File: src/rtl/can_tx_mailbox_sched_if.sv
// ---------------------------------------------------------------------------
// can_tx_mailbox_sched_if
// Bundles the host mailbox-write port, the per-mailbox abort and status
// vectors, and the start/done handshake to can_transmitter.
//   master : host / transmitter side (drives writes, aborts, bus status,
//            handshake pulses; observes frame fields and status pulses)
//   slave  : the scheduler itself
// Signals:
//   mb_wr_en/idx/ide/id_std/id_ext/rtr/dlc/data : mailbox load port
//   mb_abort                                    : per-mailbox abort level
//   bus_idle, tx_done, tx_arb_lost, tx_error    : transmitter status
//   tx_start, tx_* fields, tx_active_idx        : frame handed to transmitter
//   mb_pending, mb_wr_err, mb_done,
//   mb_aborted, mb_failed                       : mailbox status
// ---------------------------------------------------------------------------
interface can_tx_mailbox_sched_if #(
  parameter int NUM_MB = 4,
  parameter int IDX_W  = $clog2(NUM_MB)
);
  logic              mb_wr_en;
  logic [IDX_W-1:0]  mb_wr_idx;
  logic              mb_wr_ide;
  logic [10:0]       mb_wr_id_std;
  logic [17:0]       mb_wr_id_ext;
  logic              mb_wr_rtr;
  logic [3:0]        mb_wr_dlc;
  logic [63:0]       mb_wr_data;
  logic [NUM_MB-1:0] mb_abort;
  logic              bus_idle;
  logic              tx_done;
  logic              tx_arb_lost;
  logic              tx_error;

  logic              tx_start;
  logic              tx_ide;
  logic [10:0]       tx_id_std;
  logic [17:0]       tx_id_ext;
  logic              tx_rtr;
  logic [3:0]        tx_dlc;
  logic [63:0]       tx_data;
  logic [IDX_W-1:0]  tx_active_idx;
  logic [NUM_MB-1:0] mb_pending;
  logic              mb_wr_err;
  logic [NUM_MB-1:0] mb_done;
  logic [NUM_MB-1:0] mb_aborted;
  logic [NUM_MB-1:0] mb_failed;

  modport master (
    output mb_wr_en, mb_wr_idx, mb_wr_ide, mb_wr_id_std, mb_wr_id_ext,
           mb_wr_rtr, mb_wr_dlc, mb_wr_data, mb_abort,
           bus_idle, tx_done, tx_arb_lost, tx_error,
    input  tx_start, tx_ide, tx_id_std, tx_id_ext, tx_rtr, tx_dlc, tx_data,
           tx_active_idx, mb_pending, mb_wr_err, mb_done, mb_aborted, mb_failed
  );

  modport slave (
    input  mb_wr_en, mb_wr_idx, mb_wr_ide, mb_wr_id_std, mb_wr_id_ext,
           mb_wr_rtr, mb_wr_dlc, mb_wr_data, mb_abort,
           bus_idle, tx_done, tx_arb_lost, tx_error,
    output tx_start, tx_ide, tx_id_std, tx_id_ext, tx_rtr, tx_dlc, tx_data,
           tx_active_idx, mb_pending, mb_wr_err, mb_done, mb_aborted, mb_failed
  );
endinterface

File: src/rtl/can_tx_mailbox_sched.sv
// ---------------------------------------------------------------------------
// can_tx_mailbox_sched
// Multi-mailbox CAN transmit scheduler. Holds NUM_MB frames, picks the
// pending one that would win bus arbitration (lowest 32-bit key, lowest
// index on ties) and hands it to can_transmitter via tx_start / handshake.
// Ports:
//   clk  : core clock
//   rst  : asynchronous reset, active-high
//   bus  : can_tx_mailbox_sched_if.slave (write port, aborts, handshake,
//          frame outputs, mailbox status)
// Build option:
//   CAN_TXMB_RETRY_LIMIT_EN : when defined, a mailbox whose retry counter
//   reaches MAX_RETRY on tx_error is dropped and mb_failed pulses; when
//   undefined, retries are unlimited and mb_failed is tied to 0.
// ---------------------------------------------------------------------------
module can_tx_mailbox_sched #(
  parameter int NUM_MB    = 4,
  parameter int IDX_W     = $clog2(NUM_MB),
  parameter int MAX_RETRY = 3
) (
  input logic                    clk,
  input logic                    rst,
  can_tx_mailbox_sched_if.slave  bus
);

  typedef struct packed {
    logic        ide;
    logic [10:0] id_std;
    logic [17:0] id_ext;
    logic        rtr;
    logic [3:0]  dlc;
    logic [63:0] data;
  } frame_t;

  typedef enum logic [1:0] {S_IDLE, S_SELECT, S_START, S_ACTIVE} state_t;

  // Lower key wins arbitration; mirrors the on-wire bit order (SRR/IDE
  // recessive for extended frames, so a std frame beats an equal-base ext).
  function automatic logic [31:0] arb_key(input frame_t f);
    if (f.ide) return {f.id_std, 2'b11, f.id_ext, f.rtr};
    else       return {f.id_std, f.rtr, 1'b0, 19'b0};
  endfunction

  frame_t            mb_q [NUM_MB];
  frame_t            wr_frame;
  frame_t            tx_q, tx_d;
  state_t            state_q, state_d;
  logic [NUM_MB-1:0] pending_q, pending_d;
  logic [NUM_MB-1:0] done_q, done_d;
  logic [NUM_MB-1:0] aborted_q, aborted_d;
  logic [IDX_W-1:0]  act_q, act_d;
  logic              abort_flag_q, abort_flag_d;
  logic              wr_err_q, wr_err_d;
  logic              wr_accept;
  logic              wr_idx_ok;
  logic              active_busy;
  logic              abort_now;
  logic              win_found;
  logic [IDX_W-1:0]  win_idx;
  logic [31:0]       win_key;
`ifdef CAN_TXMB_RETRY_LIMIT_EN
  logic [3:0]        retry_q [NUM_MB];
  logic [3:0]        retry_d [NUM_MB];
  logic [NUM_MB-1:0] failed_q, failed_d;
`endif

  assign wr_frame = '{ide: bus.mb_wr_ide, id_std: bus.mb_wr_id_std,
                      id_ext: bus.mb_wr_id_ext, rtr: bus.mb_wr_rtr,
                      dlc: bus.mb_wr_dlc, data: bus.mb_wr_data};
  assign wr_idx_ok = int'(bus.mb_wr_idx) < NUM_MB;

  // Arbitration winner among pending mailboxes not being aborted this cycle.
  // Strict less-than while scanning upward keeps the lowest index on ties.
  always_comb begin
    win_found = 1'b0;
    win_idx   = '0;
    win_key   = '1;
    for (int i = 0; i < NUM_MB; i++) begin
      if (pending_q[i] && !bus.mb_abort[i] &&
          (!win_found || arb_key(mb_q[i]) < win_key)) begin
        win_found = 1'b1;
        win_idx   = IDX_W'(i);
        win_key   = arb_key(mb_q[i]);
      end
    end
  end

  // NOTE: every always_comb output gets a default first so no path leaves a
  // variable unassigned (which would infer a latch); blocking '=' is used here
  // and '<=' only in the clocked blocks.
  always_comb begin
    state_d      = state_q;
    pending_d    = pending_q;
    tx_d         = tx_q;
    act_d        = act_q;
    abort_flag_d = abort_flag_q;
    done_d       = '0;
    aborted_d    = '0;
    wr_err_d     = 1'b0;
    wr_accept    = 1'b0;
    active_busy  = (state_q == S_START) || (state_q == S_ACTIVE);
    abort_now    = abort_flag_q | bus.mb_abort[act_q];
`ifdef CAN_TXMB_RETRY_LIMIT_EN
    retry_d      = retry_q;
    failed_d     = '0;
`endif

    // Host write: only into an empty mailbox that is not being aborted.
    if (bus.mb_wr_en) begin
      if (wr_idx_ok && !pending_q[bus.mb_wr_idx] && !bus.mb_abort[bus.mb_wr_idx]) begin
        wr_accept                = 1'b1;
        pending_d[bus.mb_wr_idx] = 1'b1;
      end else begin
        wr_err_d = 1'b1;
      end
    end

    // Aborts of pending mailboxes that are not on the bus take effect at once;
    // the mailbox on the bus is resolved by its handshake below.
    for (int i = 0; i < NUM_MB; i++) begin
      if (pending_q[i] && bus.mb_abort[i] && !(active_busy && act_q == IDX_W'(i))) begin
        pending_d[i] = 1'b0;
        aborted_d[i] = 1'b1;
`ifdef CAN_TXMB_RETRY_LIMIT_EN
        retry_d[i]   = '0;
`endif
      end
    end

    case (state_q)
      S_IDLE: begin
        if (|pending_q && bus.bus_idle) state_d = S_SELECT;
      end
      S_SELECT: begin
        if (win_found) begin
          tx_d         = mb_q[win_idx];
          act_d        = win_idx;
          abort_flag_d = 1'b0;
          state_d      = S_START;
        end else begin
          state_d = S_IDLE;
        end
      end
      S_START: begin
        if (bus.mb_abort[act_q]) abort_flag_d = 1'b1;
        state_d = S_ACTIVE;
      end
      S_ACTIVE: begin
        if (bus.mb_abort[act_q]) abort_flag_d = 1'b1;
        if (bus.tx_done) begin
          // A successful frame wins over a late abort request.
          pending_d[act_q] = 1'b0;
          done_d[act_q]    = 1'b1;
          abort_flag_d     = 1'b0;
`ifdef CAN_TXMB_RETRY_LIMIT_EN
          retry_d[act_q]   = '0;
`endif
          state_d = S_IDLE;
        end else if (bus.tx_error || bus.tx_arb_lost) begin
          if (abort_now) begin
            pending_d[act_q] = 1'b0;
            aborted_d[act_q] = 1'b1;
`ifdef CAN_TXMB_RETRY_LIMIT_EN
            retry_d[act_q]   = '0;
`endif
          end
`ifdef CAN_TXMB_RETRY_LIMIT_EN
          else if (bus.tx_error) begin
            if (int'(retry_q[act_q]) + 1 >= MAX_RETRY) begin
              pending_d[act_q] = 1'b0;
              failed_d[act_q]  = 1'b1;
              retry_d[act_q]   = '0;
            end else if (retry_q[act_q] != 4'hF) begin
              retry_d[act_q] = retry_q[act_q] + 4'd1;
            end
          end
`endif
          abort_flag_d = 1'b0;
          state_d      = S_IDLE;
        end
      end
      default: state_d = S_IDLE;
    endcase
  end

  always_ff @(posedge clk or posedge rst) begin
    if (rst) begin
      state_q      <= S_IDLE;
      pending_q    <= '0;
      done_q       <= '0;
      aborted_q    <= '0;
      tx_q         <= '0;
      act_q        <= '0;
      abort_flag_q <= 1'b0;
      wr_err_q     <= 1'b0;
`ifdef CAN_TXMB_RETRY_LIMIT_EN
      failed_q     <= '0;
      for (int i = 0; i < NUM_MB; i++) retry_q[i] <= '0;
`endif
    end else begin
      state_q      <= state_d;
      pending_q    <= pending_d;
      done_q       <= done_d;
      aborted_q    <= aborted_d;
      tx_q         <= tx_d;
      act_q        <= act_d;
      abort_flag_q <= abort_flag_d;
      wr_err_q     <= wr_err_d;
`ifdef CAN_TXMB_RETRY_LIMIT_EN
      failed_q     <= failed_d;
      retry_q      <= retry_d;
`endif
    end
  end

  // NOTE: mailbox payload storage is deliberately not reset; a mailbox is
  // only read while its (reset) pending bit is set, so stale data is harmless.
  always_ff @(posedge clk) begin
    if (wr_accept) mb_q[bus.mb_wr_idx] <= wr_frame;
  end

  assign bus.tx_start      = (state_q == S_START);
  assign bus.tx_ide        = tx_q.ide;
  assign bus.tx_id_std     = tx_q.id_std;
  assign bus.tx_id_ext     = tx_q.id_ext;
  assign bus.tx_rtr        = tx_q.rtr;
  assign bus.tx_dlc        = tx_q.dlc;
  assign bus.tx_data       = tx_q.data;
  assign bus.tx_active_idx = act_q;
  assign bus.mb_pending    = pending_q;
  assign bus.mb_wr_err     = wr_err_q;
  assign bus.mb_done       = done_q;
  assign bus.mb_aborted    = aborted_q;
`ifdef CAN_TXMB_RETRY_LIMIT_EN
  assign bus.mb_failed     = failed_q;
`else
  assign bus.mb_failed     = '0;
`endif

endmodule
File: src/flat_wrapper.sv
// flat-port wrapper written by rule: the top's interface ports become plain ports
module can_tx_mailbox_sched_flat 
#(
  parameter int NUM_MB    = 4,
  parameter int IDX_W     = $clog2(NUM_MB),
  parameter int MAX_RETRY = 3
)
  (clk, rst, bus_mb_wr_en, bus_mb_wr_idx, bus_mb_wr_ide, bus_mb_wr_id_std, bus_mb_wr_id_ext, bus_mb_wr_rtr, bus_mb_wr_dlc, bus_mb_wr_data, bus_mb_abort, bus_bus_idle, bus_tx_done, bus_tx_arb_lost, bus_tx_error, bus_tx_start, bus_tx_ide, bus_tx_id_std, bus_tx_id_ext, bus_tx_rtr, bus_tx_dlc, bus_tx_data, bus_tx_active_idx, bus_mb_pending, bus_mb_wr_err, bus_mb_done, bus_mb_aborted, bus_mb_failed);
  can_tx_mailbox_sched_if #(.NUM_MB(NUM_MB), .IDX_W(IDX_W)) bus_i ();
  input logic clk;
  input logic rst;
  input wire logic [$bits(bus_i.mb_wr_en)-1:0] bus_mb_wr_en;
  input wire logic [$bits(bus_i.mb_wr_idx)-1:0] bus_mb_wr_idx;
  input wire logic [$bits(bus_i.mb_wr_ide)-1:0] bus_mb_wr_ide;
  input wire logic [$bits(bus_i.mb_wr_id_std)-1:0] bus_mb_wr_id_std;
  input wire logic [$bits(bus_i.mb_wr_id_ext)-1:0] bus_mb_wr_id_ext;
  input wire logic [$bits(bus_i.mb_wr_rtr)-1:0] bus_mb_wr_rtr;
  input wire logic [$bits(bus_i.mb_wr_dlc)-1:0] bus_mb_wr_dlc;
  input wire logic [$bits(bus_i.mb_wr_data)-1:0] bus_mb_wr_data;
  input wire logic [$bits(bus_i.mb_abort)-1:0] bus_mb_abort;
  input wire logic [$bits(bus_i.bus_idle)-1:0] bus_bus_idle;
  input wire logic [$bits(bus_i.tx_done)-1:0] bus_tx_done;
  input wire logic [$bits(bus_i.tx_arb_lost)-1:0] bus_tx_arb_lost;
  input wire logic [$bits(bus_i.tx_error)-1:0] bus_tx_error;
  output wire logic [$bits(bus_i.tx_start)-1:0] bus_tx_start;
  output wire logic [$bits(bus_i.tx_ide)-1:0] bus_tx_ide;
  output wire logic [$bits(bus_i.tx_id_std)-1:0] bus_tx_id_std;
  output wire logic [$bits(bus_i.tx_id_ext)-1:0] bus_tx_id_ext;
  output wire logic [$bits(bus_i.tx_rtr)-1:0] bus_tx_rtr;
  output wire logic [$bits(bus_i.tx_dlc)-1:0] bus_tx_dlc;
  output wire logic [$bits(bus_i.tx_data)-1:0] bus_tx_data;
  output wire logic [$bits(bus_i.tx_active_idx)-1:0] bus_tx_active_idx;
  output wire logic [$bits(bus_i.mb_pending)-1:0] bus_mb_pending;
  output wire logic [$bits(bus_i.mb_wr_err)-1:0] bus_mb_wr_err;
  output wire logic [$bits(bus_i.mb_done)-1:0] bus_mb_done;
  output wire logic [$bits(bus_i.mb_aborted)-1:0] bus_mb_aborted;
  output wire logic [$bits(bus_i.mb_failed)-1:0] bus_mb_failed;
  assign bus_i.mb_wr_en = bus_mb_wr_en;
  assign bus_i.mb_wr_idx = bus_mb_wr_idx;
  assign bus_i.mb_wr_ide = bus_mb_wr_ide;
  assign bus_i.mb_wr_id_std = bus_mb_wr_id_std;
  assign bus_i.mb_wr_id_ext = bus_mb_wr_id_ext;
  assign bus_i.mb_wr_rtr = bus_mb_wr_rtr;
  assign bus_i.mb_wr_dlc = bus_mb_wr_dlc;
  assign bus_i.mb_wr_data = bus_mb_wr_data;
  assign bus_i.mb_abort = bus_mb_abort;
  assign bus_i.bus_idle = bus_bus_idle;
  assign bus_i.tx_done = bus_tx_done;
  assign bus_i.tx_arb_lost = bus_tx_arb_lost;
  assign bus_i.tx_error = bus_tx_error;
  assign bus_tx_start = bus_i.tx_start;
  assign bus_tx_ide = bus_i.tx_ide;
  assign bus_tx_id_std = bus_i.tx_id_std;
  assign bus_tx_id_ext = bus_i.tx_id_ext;
  assign bus_tx_rtr = bus_i.tx_rtr;
  assign bus_tx_dlc = bus_i.tx_dlc;
  assign bus_tx_data = bus_i.tx_data;
  assign bus_tx_active_idx = bus_i.tx_active_idx;
  assign bus_mb_pending = bus_i.mb_pending;
  assign bus_mb_wr_err = bus_i.mb_wr_err;
  assign bus_mb_done = bus_i.mb_done;
  assign bus_mb_aborted = bus_i.mb_aborted;
  assign bus_mb_failed = bus_i.mb_failed;
  can_tx_mailbox_sched #(.NUM_MB(NUM_MB), .IDX_W(IDX_W), .MAX_RETRY(MAX_RETRY)) u_core (.clk(clk), .rst(rst), .bus(bus_i));
endmodule
File: config.mk
export PLATFORM = sky130hd
export DESIGN_NAME = can_tx_mailbox_sched_flat
export DESIGN_NICKNAME = d
export VERILOG_FILES = /design/src/rtl/can_tx_mailbox_sched_if.sv /design/src/rtl/can_tx_mailbox_sched.sv /design/src/flat_wrapper.sv
export SDC_FILE = /design/constraint.sdc
export NUM_CORES = 1
export LEC_CHECK = 0
export CAP_MARGIN = 10
export CORE_AREA = 4 4 235 168
export DETAILED_ROUTE_END_ITERATION = 8
export DIE_AREA = 0 0 239 172
export HOLD_SLACK_MARGIN = 0.15
export PLACE_DENSITY = 0.85
export SKIP_CTS_REPAIR_TIMING = 1
export SYNTH_ARGS = -nofsm -noshare
export SYNTH_HDL_FRONTEND = slang
export SYNTH_SLANG_ARGS = --single-unit
File: constraint.sdc
create_clock -name clk -period 16 [get_ports clk]
set_input_delay 3.2 -clock clk [delete_from_list [all_inputs] [get_ports clk]]
set_output_delay 3.2 -clock clk [all_outputs]
set_load 0.01 [all_outputs]
# After elaboration in Yosys (flattened, before gate mapping)
# Memories as Yosys holds them, arrays and structs flattened. A register that Yosys moved wholly into a read port is not among the register bits.
# Index checks and enable logic that the tools add are counted.
[op_classes] addsub=0 n_mul=0 div=0 order_cmp=7 n_eq_ne=9 shifts=0 muxes=60 bitwise=5 n_reduce_logical=48
[ops] op="32-bit < comparator" n=3
[ops] op="32-bit two-way mux" n=3
[ops] op="21-bit two-way mux" n=4
[ops] op="4-bit two-way mux" n=12
[ops] op="1-bit two-way mux" n=28
[ops] op="1-bit logical AND" n=23
[ops] op="1-bit zero test" n=13
[ops] op="2-bit two-way mux" n=6
[ops] op="2-bit equality test (second input constant)" n=4
[ops] op="4-bit OR" n=2
[ops] op="2-bit one-hot mux with 4 select lines" n=1
[ops] op="1-bit binary-select mux with 2-bit select" n=3
[ops] op="2-bit by 3-bit < comparator with 1-bit output (second input constant)" n=2
[ops] op="2-bit AND reduction" n=3
[ops] op="1-bit logical OR" n=5
[ops] op="4-bit bitwise AND" n=1
[ops] op="1-bit demux with 2-bit select" n=2
[ops] op="2-bit by 1-bit equality test with 1-bit output (second input constant)" n=2
[ops] op="2-bit by 1-bit >= comparator with 1-bit output (second input constant)" n=2
[ops] op="2-bit zero test" n=2
[ops] op="2-bit by 1-bit inequality test with 1-bit output (second input constant)" n=2
[ops] op="4-bit NOT" n=1
[ops] op="4-bit OR reduction" n=1
[ops] op="3-bit inequality test (second input constant)" n=1
[ops] op="3 further kinds" n=3
[totals] reg_bits=18 latch_bits=0 ramBits=396 rom_bits=0 input_bits=112 out_inout_bits=119 word_cells=137 memories=1
[memory_table] name="u_core.mb_q" depth=4 width=99 rd=5 rd_ports_with_merged_regs=1 wr=1 line_no="can_tx_mailbox_sched.sv:44" text="frame_t mb_q [NUM_MB];"

# Depth between registers and ports, before layout
# Gate-level depths: netlist of the first run.
[depth] word_depth=17 depth_mapped=40 depth_no_buf=31

# Worst setup path before layout of the first run
# Ideal clock, no wire load.
[synth_path] path_kind="input to register" from="input port bus_mb_abort[1]" to="memory u_core.mb_q[1][0] in the netlist's numbering (enable)" setup_ns=0.814 arrival_time_ns=12.902 required_time_ns=15.186 slack_ns=2.283 cell_stages=1 n_path_buf=0 path_cell_list="nor4_1"
[synth_via] elab_chain_cells=8
[synth_rtl] item="start: declaration" line_no="flat_wrapper.sv:20" text="input wire logic [$bits(bus_i.mb_abort)-1:0] bus_mb_abort;"
[synth_rtl] item="1-bit binary-select mux with 2-bit select" line_no="can_tx_mailbox_sched.sv:110" text="if (wr_idx_ok && !pending_q[bus.mb_wr_idx] && !bus.mb_abort[bus.mb_wr_idx]) begin"
[synth_rtl] item="1-bit two-way mux (implied by the code)" line_no="can_tx_mailbox_sched.sv:110"
[synth_rtl] item="1-bit zero test" line_no="can_tx_mailbox_sched.sv:110"
[synth_rtl] item="1-bit logical AND" line_no="can_tx_mailbox_sched.sv:110"
[synth_rtl] item="1-bit two-way mux" line_no="can_tx_mailbox_sched.sv:110"
[synth_rtl] item="1-bit two-way mux" line_no="can_tx_mailbox_sched.sv:109" text="if (bus.mb_wr_en) begin"
[synth_rtl] item="1-bit two-way mux" line_no="can_tx_mailbox_sched.sv:219" text="if (wr_accept) mb_q[bus.mb_wr_idx] <= wr_frame;"
[synth_rtl] item="1-bit two-way mux (implied by the code)" line_no="can_tx_mailbox_sched.sv:219"
[synth_rtl] item="end: declaration" line_no="can_tx_mailbox_sched.sv:44"
# Every way passes these cells. The select of a mux whose other input is x is not followed.

# Worst setup path in the final report of the first run
[layout_path] from="input port bus_mb_abort[0]" to="register u_core.tx_q (netlist bit u_core.bus.tx_data[50])"
[layout_via] elab_chain_cells=16 word_cells_on_any_way=25 cone_classes="order compare (3); mux (10); reduce/logical (12)"
[layout_rtl] item="1-bit zero test *" line_no="can_tx_mailbox_sched.sv:79" text="if (pending_q[i] && !bus.mb_abort[i] &&"
[layout_rtl] item="1-bit logical AND *" line_no="can_tx_mailbox_sched.sv:79"
[layout_rtl] item="32-bit two-way mux or 1-bit two-way mux (tied branches)" line_no="can_tx_mailbox_sched.sv:79"
[layout_rtl] item="32-bit < comparator or 1-bit zero test (tied branches)" line_no="can_tx_mailbox_sched.sv:80" text="(!win_found || arb_key(mb_q[i]) < win_key)) begin"
[layout_rtl] item="1-bit logical OR" line_no="can_tx_mailbox_sched.sv:80"
[layout_rtl] item="1-bit logical AND" line_no="can_tx_mailbox_sched.sv:79"
[layout_rtl] item="32-bit two-way mux or 1-bit two-way mux (tied branches)" line_no="can_tx_mailbox_sched.sv:79"
[layout_rtl] item="32-bit < comparator or 1-bit zero test (tied branches)" line_no="can_tx_mailbox_sched.sv:80"
[layout_rtl] item="1-bit logical OR" line_no="can_tx_mailbox_sched.sv:80"
[layout_rtl] item="1-bit logical AND" line_no="can_tx_mailbox_sched.sv:79"
[layout_rtl] item="32-bit two-way mux or 1-bit two-way mux (tied branches)" line_no="can_tx_mailbox_sched.sv:79"
[layout_rtl] item="32-bit < comparator or 1-bit zero test (tied branches)" line_no="can_tx_mailbox_sched.sv:80"
[layout_rtl] item="1-bit logical OR" line_no="can_tx_mailbox_sched.sv:80"
[layout_rtl] item="1-bit logical AND" line_no="can_tx_mailbox_sched.sv:79"
[layout_rtl] item="1-bit two-way mux" line_no="can_tx_mailbox_sched.sv:79"
[layout_rtl] item="2-bit AND reduction (no source line)"
[layout_rtl] item="end signal: assignment" line_no="can_tx_mailbox_sched.sv:205" text="tx_q <= tx_d;"
[layout_rtl] item="end: declaration" line_no="can_tx_mailbox_sched.sv:46" text="frame_t tx_q, tx_d;"
# Every way passes the cells marked *; elsewhere a longest branch is shown, timed or not.
# A chain may end at the register's enable or synchronous reset.

==> results of run 1 <==
==> worst reg2reg max path: cells and delay by family (launching register included) <==
family	cells	cell delay, ns
DFF	1	0.45
buffers and inverters	4	2.11
and+or+nand+nor	14	4.29
AOI/OAI and AO/OA	13	3.01
adders and majority gates	3	0.93
==> final timing paths <==
path	depth (start not counted)	startpoint	endpoint	slack, ns
min	2	u_core.mb_q[3][24]$_DFFE_PP_	u_core.bus.tx_data[24]$_DFFE_PP0P_	0.47
min in group asynchronous	2	rst	u_core.bus.tx_data[20]$_DFFE_PP0P_	3.28
max	35	bus_mb_abort[0]	u_core.bus.tx_data[50]$_DFFE_PP0P_	2.27
max in group asynchronous	3	rst	u_core.bus.tx_rtr$_DFFE_PP0P_	11.35
min reg2reg	2	u_core.mb_q[3][24]$_DFFE_PP_	u_core.bus.tx_data[24]$_DFFE_PP0P_	0.47
max reg2reg	34	u_core.bus.mb_pending[0]$_DFF_PP0_	u_core.bus.tx_data[50]$_DFFE_PP0P_	5.05
==> state kept, by name, summed over array words and instances (netlist names), named ones only <==
signal and cells:
u_core.bus.tx_id_std 11, u_core.bus.mb_done 4, u_core.bus.tx_rtr 1, u_core.state_q 1
u_core.bus.tx_id_ext 18, u_core.bus.mb_pending 4, u_core.bus.tx_ide 1, u_core.abort_flag_q 1
u_core.bus.tx_active_idx 2, u_core.mb_q 396, u_core.bus.mb_wr_err 1, u_core.bus.mb_aborted 4
u_core.bus.tx_data 64, u_core.bus.tx_dlc 4
==> cell usage in the layout, fill, tap and decap left out, types with 16 or more instances in the layout <==
cell / instances
edfxtp_1: 396
nor2_1: 237
clkdlybuf4s50_1: 226
and2_1: 153
dfrtp_1: 117
mux2_2: 100
a31oi_1: 100
ha_1: 92
nand2_1: 91
o31ai_1: 89
o21ai_0: 54
clkbuf_16: 48
a21oi_1: 47
o21a_1: 33
clkbuf_1: 21
buf_4: 20
nor3_1: 16
==> cells by family (layout without fill, tap and decap cells) <==
| kind of cell | Yosys count | after routing | share of synthesized area |
|---|---|---|---|
| AO/OA/AOI/OAI | 374 | 374 | 0.109 |
| adder cells (fa/ha/maj) | 92 | 92 | 0.0502 |
| buffers and inverters | 110 | 336 | 0.0236 |
| flip-flops | 513 | 513 | 0.647 |
| multiplexers | 103 | 103 | 0.0515 |
| other | 1 | 8 | 0.000164 |
| AND/OR/NAND/NOR | 569 | 569 | 0.119 |
==> area by class of cell <==
cell class	instances	area, um2
Multi-Input combinational cell	1142	7630
Timing Repair Buffer	247	2430
Clock inverter	16	239
Tap cell	488	611
Antenna cell	4	10.0
Clock buffer	72	1320
Inverter	1	6.26
Fill cell	2363	9910
Sequential cell	513	14800
==> where the power goes <==
group	internal (mW)	switching, mW
clock	0.642	0.502
combinational	0.658	0.858
sequential	1.61	0.129
total	2.91	1.49
==> per-layer routing <==
metal | vias up | share of wire | wire, um | track usage
met5 | - | 0 | 0 | 0
met3 | 120 | 0.10 | 6190 | 0.0606
met1 | 7813 | 0.40 | 24300 | 0.411
li1 | 6963 | - | - | -
met4 | 0 | 0.028 | 1710 | 0.0873
met2 | 973 | 0.47 | 28200 | 0.455
==> results by stage, run 1 <==
Status:
- The run finished with clean final reports.

Floorplanning:
- The die footprint is 0.0411 mm2.
- The core region is 0.0370 mm2.
- The height of the die is 172 um.
- For this configuration, the core starts out at a cell density of 0.620.
- The site row count is 59.
- The horizontal extent of the die is 239 um.
- The top-level port count is 231.

Synth:
- The share of synthesized area in the top cell type comes to 0.519.
- By count the netlist is led by 396 x edfxtp_1, 240 x nor2_1, 153 x and2_1.
- The fraction of the yosys area taken by sequential cells is 0.647.
- After synthesis the cells add up to 0.0229 mm2.
- edfxtp_1 is the most common cell in the netlist.
- The most used flip-flop cell after synthesis is edfxtp_1.
- The synthesized design contains 396 enable-type register cells.
- Counting flops with an async set or reset pin after synthesis yields a share of 0.228.
- After technology mapping, the gate count stands at 1762.
- The number of different library cells used by synthesis comes to 54.
- The average instance area after synthesis is 13.0 um2.
- By area the synthesized netlist is led by edfxtp_1 52%, dfrtp_1 13%, ha_1 5.0%.
- The total number of yosys warnings is 0.
- Summed over all instances, the cell type with the most area after synthesis is edfxtp_1.
- The number of storage elements in the synthesis netlist is 513.

Timing:
- For this run, the top clock speed supported by timing is 72.8 MHz.
- The setup TNS after final layout is 0 ns.
- The clock arrives with 0.0158 ns of skew.
- Headroom to the max-slew limit came out at 0.237.
- The final hold violation count came to 0.
- Of the available clock period, the critical path in the final layout requires 0.858.
- The post-layout worst setup margin is 2.27 ns.
- The final critical path time including I/O delays and setup is 13.73 ns.
- The transition time at the pin with the least slew margin is 1.14 ns.
- Hold timing on the final database bottoms out at a slack of 0.465 ns.
- The number of max-slew violations in the final report was 0.
- Setup repair after global routing left no endpoint under its margin.
- Setup violations remaining at the end of the flow were counted as 0.

Critical path:
- The kind of critical path is in -> reg.
- The biggest fanout along the worst timing path is 74.
- For the worst setup path, the data arrival time is 14.15 ns.
- STA classifies the critical path endpoint as a register.
- The maximum single-stage delay on the critical path is 0.87 ns.
- The number of buffer and inverter instances along the worst setup path is 5.
- STA classifies the critical path startpoint as an input port.
- STA puts the critical path data required time at 16.42 ns.
- The largest individual stage delay along the critical path comes from the cell or2_4.
- The largest delay contributor family on the critical path is simple AND/OR/NAND/NOR gates.

Pwr:
- For this design the static power due to leakage is 9.94 nW.
- The total design power is 4.40 mW.
- The power density normalized to cell area is 163 mW/mm2.
- The peak supply drop is 0.000122 V.

Global route:
- The total congestion overflow after global routing is 0.
- For this run, the total global-route usage over all layers was measured as 0.288.
- The wire length of the first global-routing pass is 92400 um.
- Entering global routing, the biggest net connects 87 pins.
- The number of global-route vias before repair was 16200.
- The number of antenna violations at the first check in global routing is 4.

Cells and area:
- The share of final-layout standard cells stronger than drive strength 1 is 0.107.
- The end-of-flow core utilization is 0.732.
- The total non-filler cell area in the finished layout is 0.0271 mm2.
- The total number of nets in the final design is 2156.
- The finished layout holds 2483 standard cells, fillers aside.
- From synthesis to final layout, the design area changed by 18.1%.

Placed design:
- The count of buffers added on input and output ports is 226.
- Before CTS, the worst setup slack after placement is 2.00 ns.
- At the end of routability-driven placement, the weighted congestion stood at 0.913.
- Counting tap cells, the placed design contains a total of 2391 instances.
- After legalization and detailed placement, the total HPWL measured 35200 um.
- Once placement finished, the instance area stood at 0.0255 mm2.

Worst hold path:
- The path class of the tightest hold or removal check is reg -> reg.

Route:
- The routed via count divided by cell count is 6.39.
- The pre-antenna-repair detailed-routing pass consisted of 7 iterations.
- The vias after detailed routing is 15900.
- After detailed routing, the number of remaining DRC violations is 0.
- The routed length per instance is 24.3 um.
- The total wire length is 60400 um.
- Once detail routing completed, the nets flagged for antenna violations numbered 0.
- For this block, the initial DRC count from the detailed router was 1957.

Clock tree:
- The later pin in the worst-skew pair is clocked with a latency of 0.57 ns.
- The longest clock path from root to sink contains 3 buffers.
- TritonCTS built the clock tree.
- The TritonCTS sink count is 513.
- The H-tree was split into 2 levels.
- The TritonCTS buffer count is 47.
- After clock tree synthesis, the clock-pin slew on the worst setup and hold paths is 0.07 ns.
- The tree is rooted in a clkbuf_16.

Job:
- Across the run, the number of max-cap violations was 0.
Power figures use the tool's default switching activity.
==> inputs of run 2 (changes only) <==
Settings changed: CAP_MARGIN 10 to not set, CTS_BUF_LIST set to sky130_fd_sc_hd__clkbuf_16.
==> results by stage, run 2 (synthesis results as in run 1) <==
Timing:
- The maximum operating frequency came to 73.0 MHz (was 72.8 MHz).
- The final critical path time including I/O delays and setup was 13.69 ns (was 13.73 ns).
- The number of max-slew violations in the final report is 0 (unchanged).
- The period utilization is 0.856 (was 0.858).
- The number of setup violations in the final report is 0 (unchanged).
- The transition time at the pin with the least slew margin is 1.15 ns (was 1.14 ns).
- The post-layout worst setup margin is 2.31 ns (was 2.27 ns).
- The worst-case clock skew is 0.0250 ns (was 0.0158 ns).
- The setup TNS after final layout is 0 ns (unchanged).
- RSZ-0062 raised after global routing: false (unchanged).
- The tightest slew margin relative to the limit is 0.234 (was 0.237).
- The final hold violation count is 0 (unchanged).

Critical path:
- The number of cell instances on the worst register-to-register path came to 34 (unchanged).
- The total number of cells along the worst setup path was 35 (unchanged).
- The kind of critical path is in -> reg (unchanged).
- The maximum single-stage delay on the critical path was 0.92 ns (was 0.87 ns).
- The arrival time at the worst endpoint is 14.11 ns (was 14.15 ns).
- The highest-delay cell along the critical path was or2_4 (unchanged).
- The type of element capturing the critical path is a register (unchanged).
- The required time at the worst-slack endpoint came to 16.41 ns (was 16.42 ns).
- The kind of launch point of the worst setup path is an input port (unchanged).
- The largest delay contributor family on the critical path is simple AND/OR/NAND/NOR gates (unchanged).
- The biggest fanout along the worst timing path is 74 (unchanged).
- The number of buffer and inverter instances along the worst setup path is 5 (unchanged).

Cells and area:
- The post-synthesis to final-layout area growth came to 18.0% (was 18.1%).
- The total number of nets in the final design was 2156 (unchanged).
- The commonest non-fill, non-tap cell in the layout is edfxtp_1 (unchanged).
- The share of final-layout standard cells stronger than drive strength 1 is 0.105 (was 0.107).
- The register with the most flip-flops is u_core.mb_q (unchanged).
- The number of flip-flops in the largest register was 396 (unchanged).
- The count of fill cells added during filler insertion is 2361 (was 2363).
- Top library cells by usage in the layout, fill and taps aside: 396 x edfxtp_1, 237 x nor2_1, 226 x clkdlybuf4s50_1 (unchanged).

Global route:
- The wire length of the first global-routing pass is 92300 um (was 92400 um).
- The number of global-route vias before repair is 16200 (about the same).
- The fraction of met3 tracks used by global routing is 0.0606 (unchanged).
- The met2 usage is 0.454 (was 0.455).
- The global routing usage summed across all routing layers is 0.288 (about the same).
- The total congestion overflow after global routing is 0 (unchanged).
- The global-route layer with the greatest usage is met2 (unchanged).
- The met1 global-route usage was 0.410 (was 0.411).
- The number of antenna violations at the first check in global routing is 4 (unchanged).
- The pin count of the biggest net entering global routing was 87 (unchanged).

Floorplanning:
- The die footprint is 0.0411 mm2 (unchanged).
- The height of the die is 172 um (unchanged).
- The horizontal extent of the die is 239 um (unchanged).
- The initial core utilization is 0.620 (unchanged).
- The top-level port count was 231 (unchanged).
- The site row count is 59 (unchanged).
- The floorplan core area is 0.0370 mm2 (unchanged).

Status:
- Result of the run: finished clean (unchanged).

Worst hold path:
- The number of cells on the worst hold path is 2 (unchanged).
- The worst min-delay path category was reg -> reg (unchanged).

Route:
- The total iterations of the first detailed-routing run is 5 (was 7).
- The total wire length came to 60400 um (about the same).
- The routed length per instance is 24.3 um (about the same).
- The remaining antenna violation count was 0 (unchanged).
- The routed via count divided by cell count is 6.36 (was 6.39).
- The vias after detailed routing was 15800 (was 15900).
- The DRC violations left is 0 (unchanged).
- The number of DRC markers after the initial detailed-route iteration is 1846 (was 1957).

Clock tree:
- The number of levels the H-tree was split into is 2 (unchanged).
- The maximum number of buffers from clock root to sink is 3 (unchanged).
- The clock network latency to the later pin of the worst-skew pair is 0.58 ns (was 0.57 ns).
- The library cell used as clock root buffer is clkbuf_16 (unchanged).
- The TritonCTS sink count is 513 (unchanged).
- The TritonCTS buffer count is 47 (unchanged).
- The clock slew at the register clock pins of the worst setup and hold paths is 0.07 ns (about the same).
- The CTS tree is done (unchanged).

Placed design:
- The sum of net half-perimeters after detailed placement is 35200 um (unchanged).
- The number of input and output port buffers inserted is 226 (unchanged).
- The minimum setup slack after placement was 2.00 ns (unchanged).
- The routability congestion estimate from global placement is 0.913 (unchanged).

Pwr:
- The static leakage is 10.0 nW (was 9.94 nW).
- The peak supply drop is 0.000121 V (was 0.000122 V).
- The power density normalized to cell area was 162 mW/mm2 (was 163 mW/mm2).

Job:
- The total of max-cap violations came to 0 (unchanged).
## run 2: changes by cell type in the layout (fill, tap and decap cells not counted)
cell	change
clkinv_1	+3
clkbuf_8	-3
clkbuf_1	-21
inv_1	+21
## run 2: path summary, 6_finish.rpt
| path | startpoint | slack, ns | end |
|---|---|---|---|
| setup / recovery | bus_mb_abort[0] | 2.31 | u_core.bus.tx_data[50]$_DFFE_PP0P_ |
| hold / removal | u_core.mb_q[3][24]$_DFFE_PP_ | 0.47 | u_core.bus.tx_data[24]$_DFFE_PP0P_ |
| setup reg to reg | u_core.bus.mb_pending[0]$_DFF_PP0_ | 5.08 | u_core.bus.tx_data[50]$_DFFE_PP0P_ |
| hold reg to reg | u_core.mb_q[3][24]$_DFFE_PP_ | 0.47 | u_core.bus.tx_data[24]$_DFFE_PP0P_ |
| max in group asynchronous | rst | 11.35 | u_core.bus.tx_rtr$_DFFE_PP0P_ |
| min in group asynchronous | rst | 3.27 | u_core.bus.tx_data[20]$_DFFE_PP0P_ |
## run 2: worst reg2reg max path, delay by kind of cell (launching register included)
| family | cells | cell delay [ns] |
|---|---|---|
| AOI/OAI and AO/OA | 13 | 3.01 |
| buffers and inverters | 4 | 2.02 |
| and+or+nand+nor | 14 | 4.33 |
| adders and majority gates | 3 | 0.92 |
| DFF | 1 | 0.45 |
## run 2: per-stage QoR
step / cell area [um2] / util / total power [mW] / hold WS [ns] / instances
floorplan: 22900 / - / 2.65 / 0.443 / 1765
global placement: 25500 / 0.689 / 3.20 / 0.448 / 2391
detailed placement: 25500 / 0.689 / 3.24 / 0.455 / 2391
CTS: 27000 / 0.731 / 4.38 / 0.470 / 2479
global route: 27000 / 0.731 / 4.58 / 0.481 / 2482
finish: 27000 / 0.731 / 4.38 / 0.471 / 2483
## run 2: power by group
part	leakage (nW)	switching, mW	internal [mW]
Combinational	4.15	0.859	0.658
Sequential	5.06	0.128	1.61
Clock	0.809	0.504	0.615
Total	10.0	1.49	2.89
## run 2: final cells by class
type | count | area, um2 | area share
Clock buffer | 48 | 1200 | 0.0444
Antenna cell | 4 | 10.0 | 0.000370
Inverter | 1 | 6.26 | 0.000231
Multi-Input combinational cell | 1142 | 7630 | 0.282
Clock inverter | 40 | 329 | 0.0122
Sequential cell | 513 | 14800 | 0.548
Tap cell | 488 | 611 | 0.0226
Timing Repair Buffer | 247 | 2430 | 0.0900
## run 2: per-layer routing
| layer | wire, um | part of all wire |
|---|---|---|
| met5 | 0 | 0 |
| met4 | 1690 | 0.028 |
| met3 | 6070 | 0.10 |
| met2 | 28200 | 0.47 |
| met1 | 24500 | 0.41 |
==> inputs of run 3 (changes only) <==
Settings changed: CTS_CLUSTER_DIAMETER set to 150.
==> results of run 3 <==
Same layout as run 2: the final DEF is identical, and so are final timing and power.
